**src/rtl/uart_tx_arbiter.sv**
```systemverilog
// uart_tx_arbiter
//
// Shares one UART transmitter among NUM_REQ byte-stream requesters. A
// requester that wins round-robin arbitration keeps the transmitter until
// its packet's last byte has gone out, so packets never interleave. An owner
// that stalls mid-packet for TIMEOUT cycles loses its grant.
//
// Ports
//   clk          system clock, rising edge
//   reset        asynchronous, active-high reset
//   req_valid    per-requester byte valid
//   req_data     per-requester byte, requester i at [i*DATA_W +: DATA_W]
//   req_last     per-requester end-of-packet marker for the offered byte
//   req_ready    combinational accept, only ever for the current owner
//   grant        registered one-hot owner, zero when unowned
//   tx_start     one-cycle load strobe to the UART TX core
//   tx_data      registered byte presented to the UART TX core
//   tx_busy      UART TX core busy status
//   timeout_err  one-cycle pulse when a stalled owner is dropped

module uart_tx_arbiter #(
  parameter int NUM_REQ = 4,
  parameter int DATA_W  = 8,
  parameter int TIMEOUT = 1023
) (
  input  logic                      clk,
  input  logic                      reset,
  input  logic [NUM_REQ-1:0]        req_valid,
  input  logic [NUM_REQ*DATA_W-1:0] req_data,
  input  logic [NUM_REQ-1:0]        req_last,
  output logic [NUM_REQ-1:0]        req_ready,
  output logic [NUM_REQ-1:0]        grant,
  output logic                      tx_start,
  output logic [DATA_W-1:0]         tx_data,
  input  logic                      tx_busy,
  output logic                      timeout_err
);

  localparam int PTR_W   = $clog2(NUM_REQ);
  localparam int STALL_W = 16;
  localparam logic [STALL_W-1:0] STALL_MAX = STALL_W'(TIMEOUT);
  localparam logic [PTR_W:0]     NUM_REQ_W = (PTR_W+1)'(NUM_REQ);
  // ACK gives up waiting for busy after this many cycles (4 in total).
  localparam logic [1:0]         ACK_LAST  = 2'd3;

  typedef enum logic [2:0] {
    IDLE,
    LOAD,
    START,
    ACK,
    DRAIN
  } state_e;

  state_e              state_q, state_d;
  logic [PTR_W-1:0]    ptr_q, ptr_d;
  logic [PTR_W-1:0]    owner_q, owner_d;
  logic [NUM_REQ-1:0]  grant_q, grant_d;
  logic [DATA_W-1:0]   tx_data_q, tx_data_d;
  logic                last_q, last_d;
  logic                sent_q, sent_d;
  logic [STALL_W-1:0]  stall_q, stall_d;
  logic [1:0]          ack_q, ack_d;

  // Round-robin pick: first valid requester scanning ptr+1, ptr+2, ...
  logic                pick_vld;
  logic [PTR_W-1:0]    pick_idx;
  logic [PTR_W:0]      cand;

  // NOTE: every signal driven in an always_comb gets a default assignment at
  // the top so no path leaves it unassigned, which would infer a latch.
  always_comb begin
    pick_vld = 1'b0;
    pick_idx = '0;
    cand     = '0;
    for (int i = 1; i <= NUM_REQ; i++) begin
      cand = {1'b0, ptr_q} + (PTR_W+1)'(i);
      if (cand >= NUM_REQ_W) begin
        cand = cand - NUM_REQ_W;
      end
      if (!pick_vld && req_valid[cand[PTR_W-1:0]]) begin
        pick_vld = 1'b1;
        pick_idx = cand[PTR_W-1:0];
      end
    end
  end

  // Owner's request lane.
  logic [DATA_W-1:0]   own_data;
  logic                own_valid;
  logic                own_last;

  always_comb begin
    own_data  = '0;
    own_valid = 1'b0;
    own_last  = 1'b0;
    for (int i = 0; i < NUM_REQ; i++) begin
      if (owner_q == PTR_W'(i)) begin
        own_data  = req_data[i*DATA_W +: DATA_W];
        own_valid = req_valid[i];
        own_last  = req_last[i];
      end
    end
  end

  // The timeout is checked before the handshake so a byte arriving in the
  // very cycle the counter saturates is refused.
  logic timeout_hit;
  logic handshake;

  assign timeout_hit = (state_q == LOAD) && (stall_q == STALL_MAX);
  assign handshake   = (state_q == LOAD) && !timeout_hit && own_valid && !tx_busy;

  // FSM: state register
  // NOTE: sequential state uses non-blocking assignments so every register
  // samples its pre-edge inputs regardless of process evaluation order.
  always_ff @(posedge clk or posedge reset) begin
    if (reset) begin
      state_q <= IDLE;
    end else begin
      state_q <= state_d;
    end
  end

  // FSM: next-state logic
  always_comb begin
    state_d = state_q;
    unique case (state_q)
      IDLE:  if (pick_vld) state_d = LOAD;
      LOAD: begin
        if (timeout_hit) begin
          state_d = IDLE;
        end else if (handshake) begin
          state_d = START;
        end
      end
      START: state_d = ACK;
      // A transmitter that never reports busy still gets through ACK.
      ACK:   if (tx_busy || (ack_q == ACK_LAST)) state_d = DRAIN;
      DRAIN: if (!tx_busy) state_d = last_q ? IDLE : LOAD;
      default: state_d = IDLE;
    endcase
  end

  // FSM: outputs
  always_comb begin
    req_ready   = '0;
    tx_start    = 1'b0;
    timeout_err = 1'b0;
    case (state_q)
      LOAD: begin
        timeout_err        = timeout_hit;
        req_ready[owner_q] = handshake;
      end
      START:   tx_start = 1'b1;
      default: ;
    endcase
  end

  // Datapath next-state
  always_comb begin
    ptr_d     = ptr_q;
    owner_d   = owner_q;
    grant_d   = grant_q;
    tx_data_d = tx_data_q;
    last_d    = last_q;
    sent_d    = sent_q;
    stall_d   = stall_q;
    ack_d     = ack_q;
    case (state_q)
      IDLE: begin
        stall_d = '0;
        sent_d  = 1'b0;
        if (pick_vld) begin
          owner_d = pick_idx;
          grant_d = {{(NUM_REQ-1){1'b0}}, 1'b1} << pick_idx;
        end
      end
      LOAD: begin
        if (timeout_hit) begin
          ptr_d   = owner_q;
          grant_d = '0;
        end else if (handshake) begin
          tx_data_d = own_data;
          last_d    = own_last;
          sent_d    = 1'b1;
          stall_d   = '0;
        end else if (sent_q && (stall_q != STALL_MAX)) begin
          // Waiting for the first byte of a packet is not a stall.
          stall_d = stall_q + 16'd1;
        end
      end
      START: ack_d = '0;
      ACK: begin
        if (!tx_busy && (ack_q != ACK_LAST)) begin
          ack_d = ack_q + 2'd1;
        end
      end
      DRAIN: begin
        if (!tx_busy && last_q) begin
          ptr_d   = owner_q;
          grant_d = '0;
        end
      end
      default: ;
    endcase
  end

  always_ff @(posedge clk or posedge reset) begin
    if (reset) begin
      ptr_q     <= PTR_W'(NUM_REQ - 1);
      owner_q   <= '0;
      grant_q   <= '0;
      tx_data_q <= '0;
      last_q    <= 1'b0;
      sent_q    <= 1'b0;
      stall_q   <= '0;
      ack_q     <= '0;
    end else begin
      ptr_q     <= ptr_d;
      owner_q   <= owner_d;
      grant_q   <= grant_d;
      tx_data_q <= tx_data_d;
      last_q    <= last_d;
      sent_q    <= sent_d;
      stall_q   <= stall_d;
      ack_q     <= ack_d;
    end
  end

  assign grant   = grant_q;
  assign tx_data = tx_data_q;

endmodule

```
**config.mk**
```make
export PLATFORM = sky130hd
export DESIGN_NAME = uart_tx_arbiter
export DESIGN_NICKNAME = d
export VERILOG_FILES = /design/src/rtl/uart_tx_arbiter.sv
export SDC_FILE = /design/constraint.sdc
export NUM_CORES = 1
export LEC_CHECK = 0
export ABC_AREA = 1
export BUFFER_PORTS_ARGS = -buffer_cell sky130_fd_sc_hd__buf_2
export CELL_PAD_IN_SITES_DETAIL_PLACEMENT = 0
export CELL_PAD_IN_SITES_GLOBAL_PLACEMENT = 2
export CORE_ASPECT_RATIO = 2
export CORE_MARGIN = 8
export CORE_UTILIZATION = 32
export DETAILED_ROUTE_END_ITERATION = 8
export HOLD_SLACK_MARGIN = 0.1
export PLACE_DENSITY = 0.93
export SLEW_MARGIN = 0
export SYNTH_ARGS = -nofsm -noshare
export SYNTH_HDL_FRONTEND = slang
export SYNTH_SLANG_ARGS = --single-unit
```
**constraint.sdc**
```tcl
create_clock -name clk -period 4.1 [get_ports clk]
set_input_delay 0.41 -clock clk [delete_from_list [all_inputs] [get_ports clk]]
set_output_delay 0.41 -clock clk [all_outputs]
set_load 0.005 [all_outputs]
```
; ---- Yosys cells after proc, flatten, opt, wreduce, memory -nomap -nowiden
; Index checks and enable logic that the tools add are counted.
[op_classes]
shift = 1
eq_ne = 21
order_cmp = 10
mux = 60
n_addsub = 10
bitwise_logic = 2
reduce_logical = 31
[op_table]
columns = op, count
row1 = $mux W16, 3
row2 = $mux W8, 4
row3 = $pmux W16 S2, 1
row4 = $mux W1, 22
row5 = $mux W2, 11
row6 = $ne A2 B2 Y1 const B, 9
row7 = $add A16 B1 Y16 const B, 1
row8 = $eq A16 B10 Y1 const B, 1
row9 = $mux W4, 4
row10 = $ne A16 B10 Y1 const B, 1
row11 = $lt A2 B3 Y1 const B, 5
row12 = $mux W3, 5
row13 = $pmux W3 S5, 1
row14 = $ge A3 B3 Y1 const B, 4
row15 = $pmux W4 S3, 1
row16 = $reduce_and A3 Y1, 4
row17 = $logic_and A1 B1 Y1, 11
row18 = $bmux W1 S2, 4
row19 = $pmux W2 S2, 2
row20 = $reduce_and A4 Y1, 2
row21 = $sub A2 B1 Y2 const B, 4
row22 = $add A2 B2 Y3 const B, 2
row23 = $eq A2 B2 Y1 const B, 3
row24 = $eq A3 B2 Y1 const B, 2
row25 = other kinds (21), 28
[word_totals]
elab_cells = 144
output_inout_bits = 18
in_bits = 43
register_bits = 39

; ---- Longest topological paths before layout
; Gate-level depths: netlist of run 1.
[logic_depth]
word_depth = 18
depth_mapped = 14
ltp_nobuf = 13

; ---- Worst setup path after synthesis of run 1
; OpenSTA, ideal clock, no wires.
[synth_timing]
path_type = reg-to-output
start = reg stall_q[0]
end = out req_ready[0]
path_stages_with_launch = 12
slack_ns = 2.198
t_required_ns = 3.690
arrival_ns = 1.492
n_path_buf = 1
path_cell_list = dfrtp_1 ha_1 nand2_1 inv_2 nand2_2 nor2_2 nand2_2 nand2_2 inv_2 nand2_4 buf_2 nor3_1
[synth_between]
elab_chain_len = 8
[synth_rtl]
columns = element, line_no
row1 = "start, declared", 61  ; logic [STALL_W-1:0] stall_q, stall_d;
row2 = "start signal, assigned", 225  ; stall_q <= stall_d;
row3 = $eq A16 B10 Y1, 110  ; assign timeout_hit = (state_q == LOAD) && (stall_q == STALL_MAX);
row4 = $logic_and A1 B1 Y1, 110
row5 = $logic_not A1 Y1, 111  ; assign handshake = (state_q == LOAD) && !timeout_hit && own_valid && !tx_busy;
row6 = $logic_and A1 B1 Y1 (3 in series), 111
row7 = $and A4 B4 Y4 (no line), --
row8 = $mux W4, 149  ; case (state_q)
row9 = "end, declared", 31  ; output logic [NUM_REQ-1:0] req_ready,
; Every way passes these cells.

; ---- Final worst setup path of run 1
[layout_timing]
start = reg state_q[2]
end = out req_ready[0]
[layout_between]
elab_chain_len = 8
[layout_rtl]
columns = element, line_no
row1 = "start, declared", 54  ; state_e state_q, state_d;
row2 = "start signal, assigned", 120  ; state_q <= state_d;
row3 = $eq A3 B1 Y1 *, "110, 111, 149"
row4 = $logic_and A1 B1 Y1, 110
row5 = $logic_not A1 Y1, 111
row6 = $logic_and A1 B1 Y1 (3 in series), 111
row7 = $and A4 B4 Y4 (no line), --
row8 = $mux W4 *, 149
; Mark *: on every way between the ends. The rest lies on a longest branch, timed or not.

==> impl_metrics.csv, run 1 <==
group,metric,value,unit
timing,hold_ws,231,ps
route,drt_iter0_markers,119,
setup_path,required,3690,ps
setup_path,path_depth,8,
placed_design,placed_area,3060,um^2
layout,n_antenna_cell,0,
layout,syn2layout_area_growth,19.7,%
timing,finalClockSkew,5.42,ps
setup_path,critPathLaunch,"state_q[2]$_DFFE_PP0P_",
pwr,p_leak,1.78,nW
setup_path,reg2reg_slack,1860,ps
logic_synthesis,seq_area_frac_synth,0.363,
logic_synthesis,synthTopCellsByArea,"dfrtp_1 34%, nand2_1 18%, nand3_1 6.1%, nor2_1 5.7%, inv_1 4.9%",
layout,fin_area,3220,um^2
timing,min_period,2620,ps
logic_synthesis,synth.ff_latch_count,39,
setup_path,reg2reg_from,"owner_q[0]$_DFFE_PP0P_",
route,wl_per_cell,14.5,um
timing,slew_headroom,0.528,
grt,antenna_found_initial,0,
clock_network,holdBufCountCts,0,
timing,fmax,382,MHz
setup_path,cp-end-kind,"output port",
logic_synthesis,syn_inst,396,
setup_path,crit_path_cell_trace,"nor2_4 > inv_1 > nor2_4 > nand2_2 > inv_2 > nand2_4 > nor3_1 > buf_2",
timing,worstMarginPinSlew,708,ps
setup_path,crit_slowest_cell,"dfrtp_1",
logic_synthesis,synthDistinctLibCells,30,
grt,grt_max_degree,40,
route,avgViaCountPerCell,4.82,
logic_synthesis,ys_warn_count,0,
setup_path,slowest_delay,440,ps
grt,first_global_vias,2806,
placed_design,gp_congestion,0.861,
placed_design,post-dp-hpwl,6400,um
route,wl,7990,um
die,initial_core_util,0.327,
setup_path,critical_path_class,"reg2out",
setup_path,cpLargestDelayFamily,"simple AND/OR/NAND/NOR gates",
layout,instances_no_fill,553,
layout,final_layout_size_suffix_gt1_frac,0.231,
timing,hold_viol,0,
clock_network,cts.path.max_buffers,2,
logic_synthesis,avgSynthCellArea,6.80,um^2
clock_network,clk_pin_slew,60,ps
layout,seqCellArea,978,um^2
placed_design,portBuffers,60,
die,ioPinCount,61,
logic_synthesis,synth_nets,441,
route,dr.pass1.iters,4,
timing,rsz0062_at_grt,"false",
setup_path,cp_max_fo,22,
die,die_h,146,um
placed_design,place_ws,1770,ps
setup_path,cp-start-kind,"register",
clock_network,clkLatencyLatePin,280,ps
grt,grt_pass1_wl,13500,um
logic_synthesis,syn_area,2690,um^2
clock_network,postCtsSetupBuffers,0,
pwr,powerDensity,666,nW/um^2
clock_network,cts_tree,"yes",
die,fp-row-count,47,
status,status,"completed",
timing,slew_viol_final,0,
pwr,max-vdd-ir-drop,0.316,mV
logic_synthesis,yosys.area.top_type,"dfrtp_1",
setup_path,reg2reg_depth,10,
timing,tns,0,ps
clock_network,clockRootBuffer,"clkbuf_16",
timing,min_period_over_period,0.639,
layout,multi_input_comb_area,1500,um^2
pwr,power.total,2.15,mW
clock_network,cts_max_level,2,
die,die_w,80.9,um
route,vias,2668,
die,coreArea,8230,um^2
placed_design,place_inst,545,
setup_path,r2r_end,"stall_q[6]$_DFFE_PP0P_",
clock_network,cts-resized-gates,0,
setup_path,critPathMostFrequentCell,"nor2_4",
clock_network,cts_buffers,5,
layout,post-route-util,0.392,
route,post-route-drc-count,0,
timing,setup_viol,0,
logic_synthesis,synthDominantCellAreaShare,0.344,
grt,track_usage,0.145,
setup_path,critical_path_buf_inv_count,3,
setup_path,cp.arrival,2210,ps
layout,fillers,907,
route,ant_nets,0,
die,dieArea,11800,um^2
grt,grt.overflow.total,0,
worst_hold_path,hold_path_class,"in2async",
timing,fin_ws,1480,ps
clock_network,clock_sinks,39,
layout,nNetsFinal,499,
flow_run,cap_violations,0,
[cells in the final DEF, fill, tap and decap left out]
cell        Yosys  routed
nand2_2        17      17
o211ai_1        2       2
clkbuf_16       0       5
xor2_1          8       8
bufinv_16       0       1
nand3b_1        1       1
nor2_8          1       1
a21oi_1        13      13
buf_4           2       1
clkbuf_1        1       1
nand3_4         1       1
o22ai_1         1       1
or2_2           1       1
ha_1            2       2
inv_1          35      35
clkinvlp_4      0       1
inv_2           6       6
xnor2_1         2       2
nand4_1        18      18
nor2_2          2       2
nor2_4          5       5
buf_2           3      60
dfrtp_1        37      37
nand2_4         2       2
nand3_1        33      33
nand2_1       132     132
o21ai_0        19      19
nor2_1         41      41
dfstp_2         2       2
nor3_1          5       5
[cells in the mapped netlist, drive strengths merged]
cell type,n
nand4,18
nor2,49
nand2,151
dfrtp,37
or2,1
dfstp,2
nand3,34
nor3,5
o22ai,1
clkbuf,2
xor2,8
xnor2,2
a21oi,13
buf,8
o21ai,19
inv,41
o211ai,2
nand3b,1
ha,2
[report_power, final]
part           switching [mW]  internal (mW)
Sequential              0.131          0.497
Combinational           0.737          0.341
Clock                   0.156          0.287
Total                    1.02           1.13
[worst reg2reg max path, cell delays in order, from the launching register on]
cell	delay, ps
dfrtp_1	800
nand2_1	230
inv_2	210
a21oi_1	100
nand2_2	90
inv_2	50
nand2_4	200
nand3_4	110
nand2_4	230
nand2_1	80
nand2_1	70
[flip-flops by register name (all words and copies together), names as in the netlist]
register / cells
ptr_q: 2
tx_data: 8
state_q: 3
stall_q: 16
owner_q: 2
sent_q: 1
grant: 4
ack_q: 2
last_q: 1
[how the worst max path moves through the flow]
stage	endpoint	slack [ps]
after global placement	req_ready[0]	1810
after detailed placement	req_ready[0]	1770
after global routing	req_ready[2]	1220
after floorplan	req_ready[0]	2200
final	req_ready[0]	1480
after CTS	req_ready[0]	1460
[cell type report]
| type | instances | share of cell area |
|---|---|---|
| Clock buffer | 6 | 0.0400 |
| Sequential cell | 39 | 0.303 |
| Clock inverter | 2 | 0.0116 |
| Tap cell | 98 | 0.0380 |
| Inverter | 41 | 0.0477 |
| Multi-Input combinational cell | 306 | 0.464 |
| Timing Repair Buffer | 61 | 0.0955 |
[kinds of logic (layout without fill, tap and decap cells)]
family                     Yosys count  count (layout)  synth area share
adders and majority gates            2               2           0.00929
DFF                                 39              39             0.363
buffers and inverters               51             110            0.0817
AOI/OAI and AO/OA                   35              35            0.0673
and+or+nand+nor                    259             259             0.446
xor gates and xnor gates            10              10            0.0325
[routing by layer]
layer,global-route usage,part of all wire
met1,0.140,0.36
met5,0,0
met2,0.276,0.58
met3,0.0173,0.025
met4,0.0757,0.035
Note: power is estimated with default switching activity, not from simulation.
==> inputs of run 2 (changes only) <==
Settings changed: ABC_AREA 1 to 0, CORE_UTILIZATION 32 to 33, PLACE_DENSITY 0.93 to 0.87.
Clock period 4.1 ns to 2.7 ns, I/O delays scaled along.
==> run 2 against run 1 <==
Via count decreased by 17%. First-iteration DRC count is 29% lower. Register-to-register slack worse by 1600 ps. Routed wire length down 13%. Worst setup slack worse by 1200 ps. Non-clock buffer count is 11 higher. Power grew 38%. Die area is 9.6% lower. Core utilization rose by 3.5 points. Critical path type unchanged.
==> impl_metrics.csv, run 2 <==
group,metric,value,unit
status,status,"completed",
clock_network,clock_sinks,39,
placed_design,place_inst,399,
die,ioPinCount,61,
route,routedLengthMet1,2490,um
grt,grt.overflow.total,0,
timing,min_period,2450,ps
layout,syn2layout_area_growth,26.0,%
layout,instances_no_fill,407,
flow_run,cap_violations,0,
logic_synthesis,synth_edf_count,0,
layout,final_layout_size_suffix_gt1_frac,0.352,
timing,rsz0062_at_grt,"false",
setup_path,cpLargestDelayFamily,"simple AND/OR/NAND/NOR gates",
clock_network,clockRootBuffer,"clkbuf_16",
die,die_h,138,um
clock_network,holdBufCountCts,0,
logic_synthesis,synth_most_common_cell,"dfrtp_1",
worst_hold_path,hold_path_class,"in2async",
grt,grt_pass1_wl,11400,um
timing,slew_viol_final,0,
logic_synthesis,async_flop_share,1.00,
setup_path,slowest_delay,420,ps
timing,hold_ws,162,ps
logic_synthesis,seq_area_frac_synth,0.397,
logic_synthesis,ys_warn_count,0,
placed_design,portBuffers,60,
route,avgViaCountPerCell,5.44,
grt,grt_max_degree,24,
clock_network,clkLatencyLatePin,290,ps
route,drt_iter0_markers,85,
setup_path,path_depth,8,
setup_path,reg2reg_depth,6,
die,fp-row-count,44,
route,wl,6980,um
die,die_w,77.1,um
timing,slew_headroom,0.411,
layout,n_antenna_cell,0,
timing,fmax,407,MHz
pwr,p_leak,1.38,nW
logic_synthesis,synth-main-ff-cell,"dfrtp_1",
die,coreArea,7270,um^2
setup_path,required,2430,ps
route,post-route-drc-count,0,
logic_synthesis,synth_nets,294,
pwr,powerDensity,955,nW/um^2
logic_synthesis,synth.ff_latch_count,39,
setup_path,crit_slowest_cell,"dfrtp_1",
logic_synthesis,synth_common_cells,"37 x dfrtp_1, 24 x nand2_1, 19 x nor2_1",
layout,regMostFlops,"stall_q",
clock_network,postCtsSetupBuffers,0,
logic_synthesis,synthTopCellsByArea,"dfrtp_1 38%, mux2_2 7.3%, mux4_2 6.4%, nand2_1 3.7%, nand3_1 3.5%",
logic_synthesis,yosys.area.top_type,"dfrtp_1",
layout,nNetsFinal,359,
grt,first_global_vias,2309,
setup_path,cp-start-kind,"register",
layout,largest_reg_flops,16,
route,ant_nets,0,
layout,layout_common_cells,"60 x buf_2, 37 x dfrtp_1, 24 x nand2_1, 19 x nor2_1, 17 x nand3_1",
route,top_layer_used,"met4",
route,met3_length,227,um
clock_network,cts_tree,"yes",
timing,finalClockSkew,4.12,ps
logic_synthesis,syn_inst,249,
die,initial_core_util,0.339,
route,dr.pass1.iters,4,
clock_network,cts_max_level,2,
grt,track_usage,0.133,
setup_path,cp-end-kind,"output port",
setup_path,crit_path_cell_trace,"ha_1 > and4_1 > and4b_1 > nor3b_2 > buf_4 > nand2_1 > nor2_1 > buf_2",
logic_synthesis,avgSynthCellArea,9.89,um^2
timing,hold_viol,0,
timing,worstMarginPinSlew,883,ps
logic_synthesis,synthDominantCellAreaShare,0.376,
setup_path,critical_path_buf_inv_count,2,
setup_path,cp_max_fo,13,
layout,post-route-util,0.427,
clock_network,cts-resized-gates,0,
layout,final_common_cell,"buf_2",
placed_design,post-dp-hpwl,5440,um
clock_network,cts.path.max_buffers,2,
setup_path,critical_path_class,"reg2out",
clock_network,clk_pin_slew,60,ps
pwr,max-vdd-ir-drop,0.464,mV
timing,tns,0,ps
logic_synthesis,synthDistinctLibCells,54,
setup_path,cp.arrival,2180,ps
logic_synthesis,syn_area,2460,um^2
placed_design,gp_congestion,0.809,
clock_network,cts_buffers,5,
grt,antenna_found_initial,0,
route,met2_length,4050,um
timing,setup_viol,0,
timing,min_period_over_period,0.909,
route,wl_per_cell,17.1,um
die,dieArea,10700,um^2
route,vias,2215,
run 2: changes by cell type after synthesis, sizes merged, moves of 6 or more:
cell	before	now
nand2	151	24
inv	41	7
nor2	49	19
nand3	34	17
mux2	0	16
nand4	18	6
mux4	0	10
o21ai	19	10
clkbuf	2	9
xor2	8	1
or3	0	6
run 2: power breakdown:
part           leakage [nW]  switching, mW  internal [mW]
clock network        0.0900          0.251          0.530
registers             0.500          0.142          0.759
logic                 0.791          0.648          0.634
run 2: logic make-up (layout without fill, tap and decap cells):
kind of cell,count (synthesis),in the layout,synth area share
compound gates,47,47,0.129
xor+xnor,2,2,0.00711
fa+ha+maj,2,2,0.0102
buf+inv,21,87,0.0366
flops,39,39,0.397
mux,30,30,0.185
simple gates,108,108,0.235
run 2: stage by stage:
step           power (mW)  setup slack, ps  instance area, um^2
3_3_place_gp         2.18              374                 2910
5_1_grt              3.17              107                 3100
3_5_place_dp         2.21              316                 2910
6_report             2.96              245                 3100
2_1_floorplan        1.78              417                 2460
4_1_cts              3.00              240                 3100
run 2: area by class of cell:
type	instances	area (um^2)
Clock inverter	3	67.6
Multi-Input combinational cell	189	1400
Timing Repair Buffer	72	390
Inverter	7	26.3
Sequential cell	39	978
Tap cell	92	115
Clock buffer	5	125
Fill cell	736	4160
run 2: path summary, 6_finish.rpt:
check | endpoint | slack, ps | from
max | req_ready[2] | 250 | stall_q[0]$_DFFE_PP0P_
min | tx_data[4]$_DFFE_PP0P_ | 160 | reset
max reg2reg | stall_q[15]$_DFFE_PP0P_ | 300 | stall_q[0]$_DFFE_PP0P_
min reg2reg | tx_data[0]$_DFFE_PP0P_ | 500 | tx_data[0]$_DFFE_PP0P_
max in group asynchronous | ptr_q[1]$_DFFE_PP1P_ | 1800 | reset
min in group clk | state_q[2]$_DFFE_PP0P_ | 330 | tx_busy
run 2: metal layers:
metal  global-route usage  vias up
met3               0.0279       15
met1                0.126     1074
met2                0.254       58
met4               0.0711        0
met5                    0        -
li1                     -     1068
==> inputs of run 3 (changes only) <==
Clock period 2.7 ns to 2.5 ns, I/O delays scaled along.
==> run 3 against run 2 <==
Clock-buffer cell count up 1. Hold slack worse by 82 ps. Critical path type unchanged. Highest routed layer unchanged. Final area up 1.0%. Non-clock buffer count up 4. Clock skew up 4.8 ps. Routed wire length about the same. Register-to-register slack got worse by 30 ps. Global-route usage fell by 0.12 points. Cell count grew 0.98%. Critical path depth unchanged. Combinational power increased by 9%.
==> impl_metrics.csv, run 3 (same netlist as run 2, synthesis figures left out) <==
group,metric,value,unit
grt,grt_max_degree,40,
timing,rsz0062_at_grt,"false",
route,vias,2245,
timing,fmax,426,MHz
route,wl,6980,um
clock_network,cts_max_level,2,
route,wl_per_cell,17.0,um
setup_path,required,2250,ps
timing,slew_viol_final,0,
clock_network,cts.path.max_buffers,2,
layout,final_layout_size_suffix_gt1_frac,0.361,
placed_design,place_ws,279,ps
layout,largest_reg_flops,16,
setup_path,reg2reg_depth,7,
layout,regMostFlops,"stall_q",
die,fp-row-count,44,
setup_path,reg2reg_slack,270,ps
flow_run,cap_violations,0,
timing,setup_viol,0,
grt,antenna_found_initial,0,
die,die_h,138,um
timing,fin_ws,153,ps
grt,busiest_layer,"met2",
setup_path,cp-start-kind,"register",
grt,grt_use_met1,0.127,
die,coreArea,7270,um^2
pwr,max-vdd-ir-drop,0.427,mV
layout,nNetsFinal,363,
status,status,"completed",
clock_network,clockRootBuffer,"clkbuf_16",
grt,grt.overflow.total,0,
layout,instances_no_fill,411,
layout,layout_common_cells,"60 x buf_2, 37 x dfrtp_1, 24 x nand2_1, 19 x nor2_1, 17 x nand3_1",
clock_network,clkLatencyLatePin,290,ps
die,initial_core_util,0.339,
pwr,power.total,3.21,mW
route,avgViaCountPerCell,5.46,
route,dr.pass1.iters,4,
placed_design,place_inst,398,
setup_path,cp_max_fo,10,
timing,slew_headroom,0.611,
pwr,powerDensity,1030,nW/um^2
layout,fillers,748,
route,post-route-drc-count,0,
timing,worstMarginPinSlew,580,ps
die,die_w,77.1,um
setup_path,reg2reg_from,"stall_q[0]$_DFFE_PP0P_",
grt,grt_pass1_wl,11400,um
layout,fin_area,3130,um^2
die,ioPinCount,61,
pwr,p_leak,1.40,nW
route,drt_iter0_markers,133,
route,ant_nets,0,
clock_network,clock_sinks,39,
timing,tns,0,ps
placed_design,post-dp-hpwl,5340,um
layout,syn2layout_area_growth,27.2,%
timing,min_period_over_period,0.939,
clock_network,clk_pin_slew,60,ps
layout,n_antenna_cell,0,
worst_hold_path,hold_path_class,"in2async",
grt,grt.met3_usage,0.0266,
placed_design,gp_congestion,0.797,
timing,min_period,2350,ps
die,dieArea,10700,um^2
grt,use_met2,0.244,
grt,first_global_vias,2319,
placed_design,portBuffers,60,
timing,hold_viol,0,
setup_path,r2r_end,"stall_q[14]$_DFFE_PP0P_",
layout,final_common_cell,"buf_2",
setup_path,cp-end-kind,"output port",
grt,track_usage,0.132,
setup_path,cp.arrival,2100,ps
setup_path,critical_path_class,"reg2out",
placed_design,placed_area,2900,um^2
timing,finalClockSkew,8.95,ps
clock_network,cts_buffers,5,
clock_network,cts_tree,"yes",
==> run 3: cell types whose count changed in the layout (fill, tap and decap cells not counted), sizes merged <==
cell,change
clkinvlp,-1
buf,+4
clkbuf,+1
==> run 3: where the power goes <==
part           internal (mW)  switching (mW)  leakage, nW  total, mW
registers              0.820           0.162        0.500      0.982
logic                  0.705           0.695        0.813       1.40
clock network          0.573           0.259       0.0911      0.832
==> run 3: how the worst max path moves through the flow <==
stage                           startpoint                 endpoint  slack (ps)  cells after the start
finish              stall_q[0]$_DFFE_PP0P_             req_ready[3]         150                      8
CTS                 stall_q[0]$_DFFE_PP0P_             req_ready[3]          70                      8
global placement    stall_q[0]$_DFFE_PP0P_  stall_q[15]$_DFFE_PP0P_         320                      6
floorplan           stall_q[0]$_DFFE_PP0P_  stall_q[15]$_DFFE_PP0P_         220                      8
detailed placement  stall_q[0]$_DFFE_PP0P_  stall_q[14]$_DFFE_PP0P_         280                      7
global route        stall_q[0]$_DFFE_PP0P_             req_ready[0]          20                      8
==> run 3: area by class of cell <==
| class | count | area (um^2) | area share |
|---|---|---|---|
| timing repair buffer | 76 | 424 | 0.135 |
| tap | 92 | 115 | 0.0367 |
| multi-input combinational | 189 | 1400 | 0.447 |
| clock buffer | 6 | 129 | 0.0411 |
| sequential | 39 | 978 | 0.312 |
| clock inverter | 2 | 60.1 | 0.0192 |
| inverter | 7 | 26.3 | 0.00838 |
==> run 3: what timing repair did <==
item | CTS | global route
buffers inserted | 0 | 5
hold buffers | 0 | 0
resized for setup | 0 | 2
setup endpoints to repair | 0 | 4
==> run 3: metrics by stage <==
stage / utilization / hold WS [ps]
detailed placement: 0.399 / 415
floorplan: - / 394
global route: 0.431 / 135
global placement: 0.399 / 402
finish: 0.431 / 80.3
CTS: 0.425 / 104
==> run 3: critical path: stages (launching register included) <==
cell and delay [ps]:
dfrtp_1 420, ha_1 240, and4_1 230, and4b_2 270, nor3b_2 210, buf_6 160, nand2_1 70, nor2_1 80
buf_2 110
==> run 3: metal layers <==
| metal | routed length [um] | vias to the layer above |
|---|---|---|
| met3 | 199 | 21 |
| met4 | 254 | 0 |
| li1 | - | 1074 |
| met5 | 0 | - |
| met2 | 4030 | 57 |
| met1 | 2490 | 1093 |
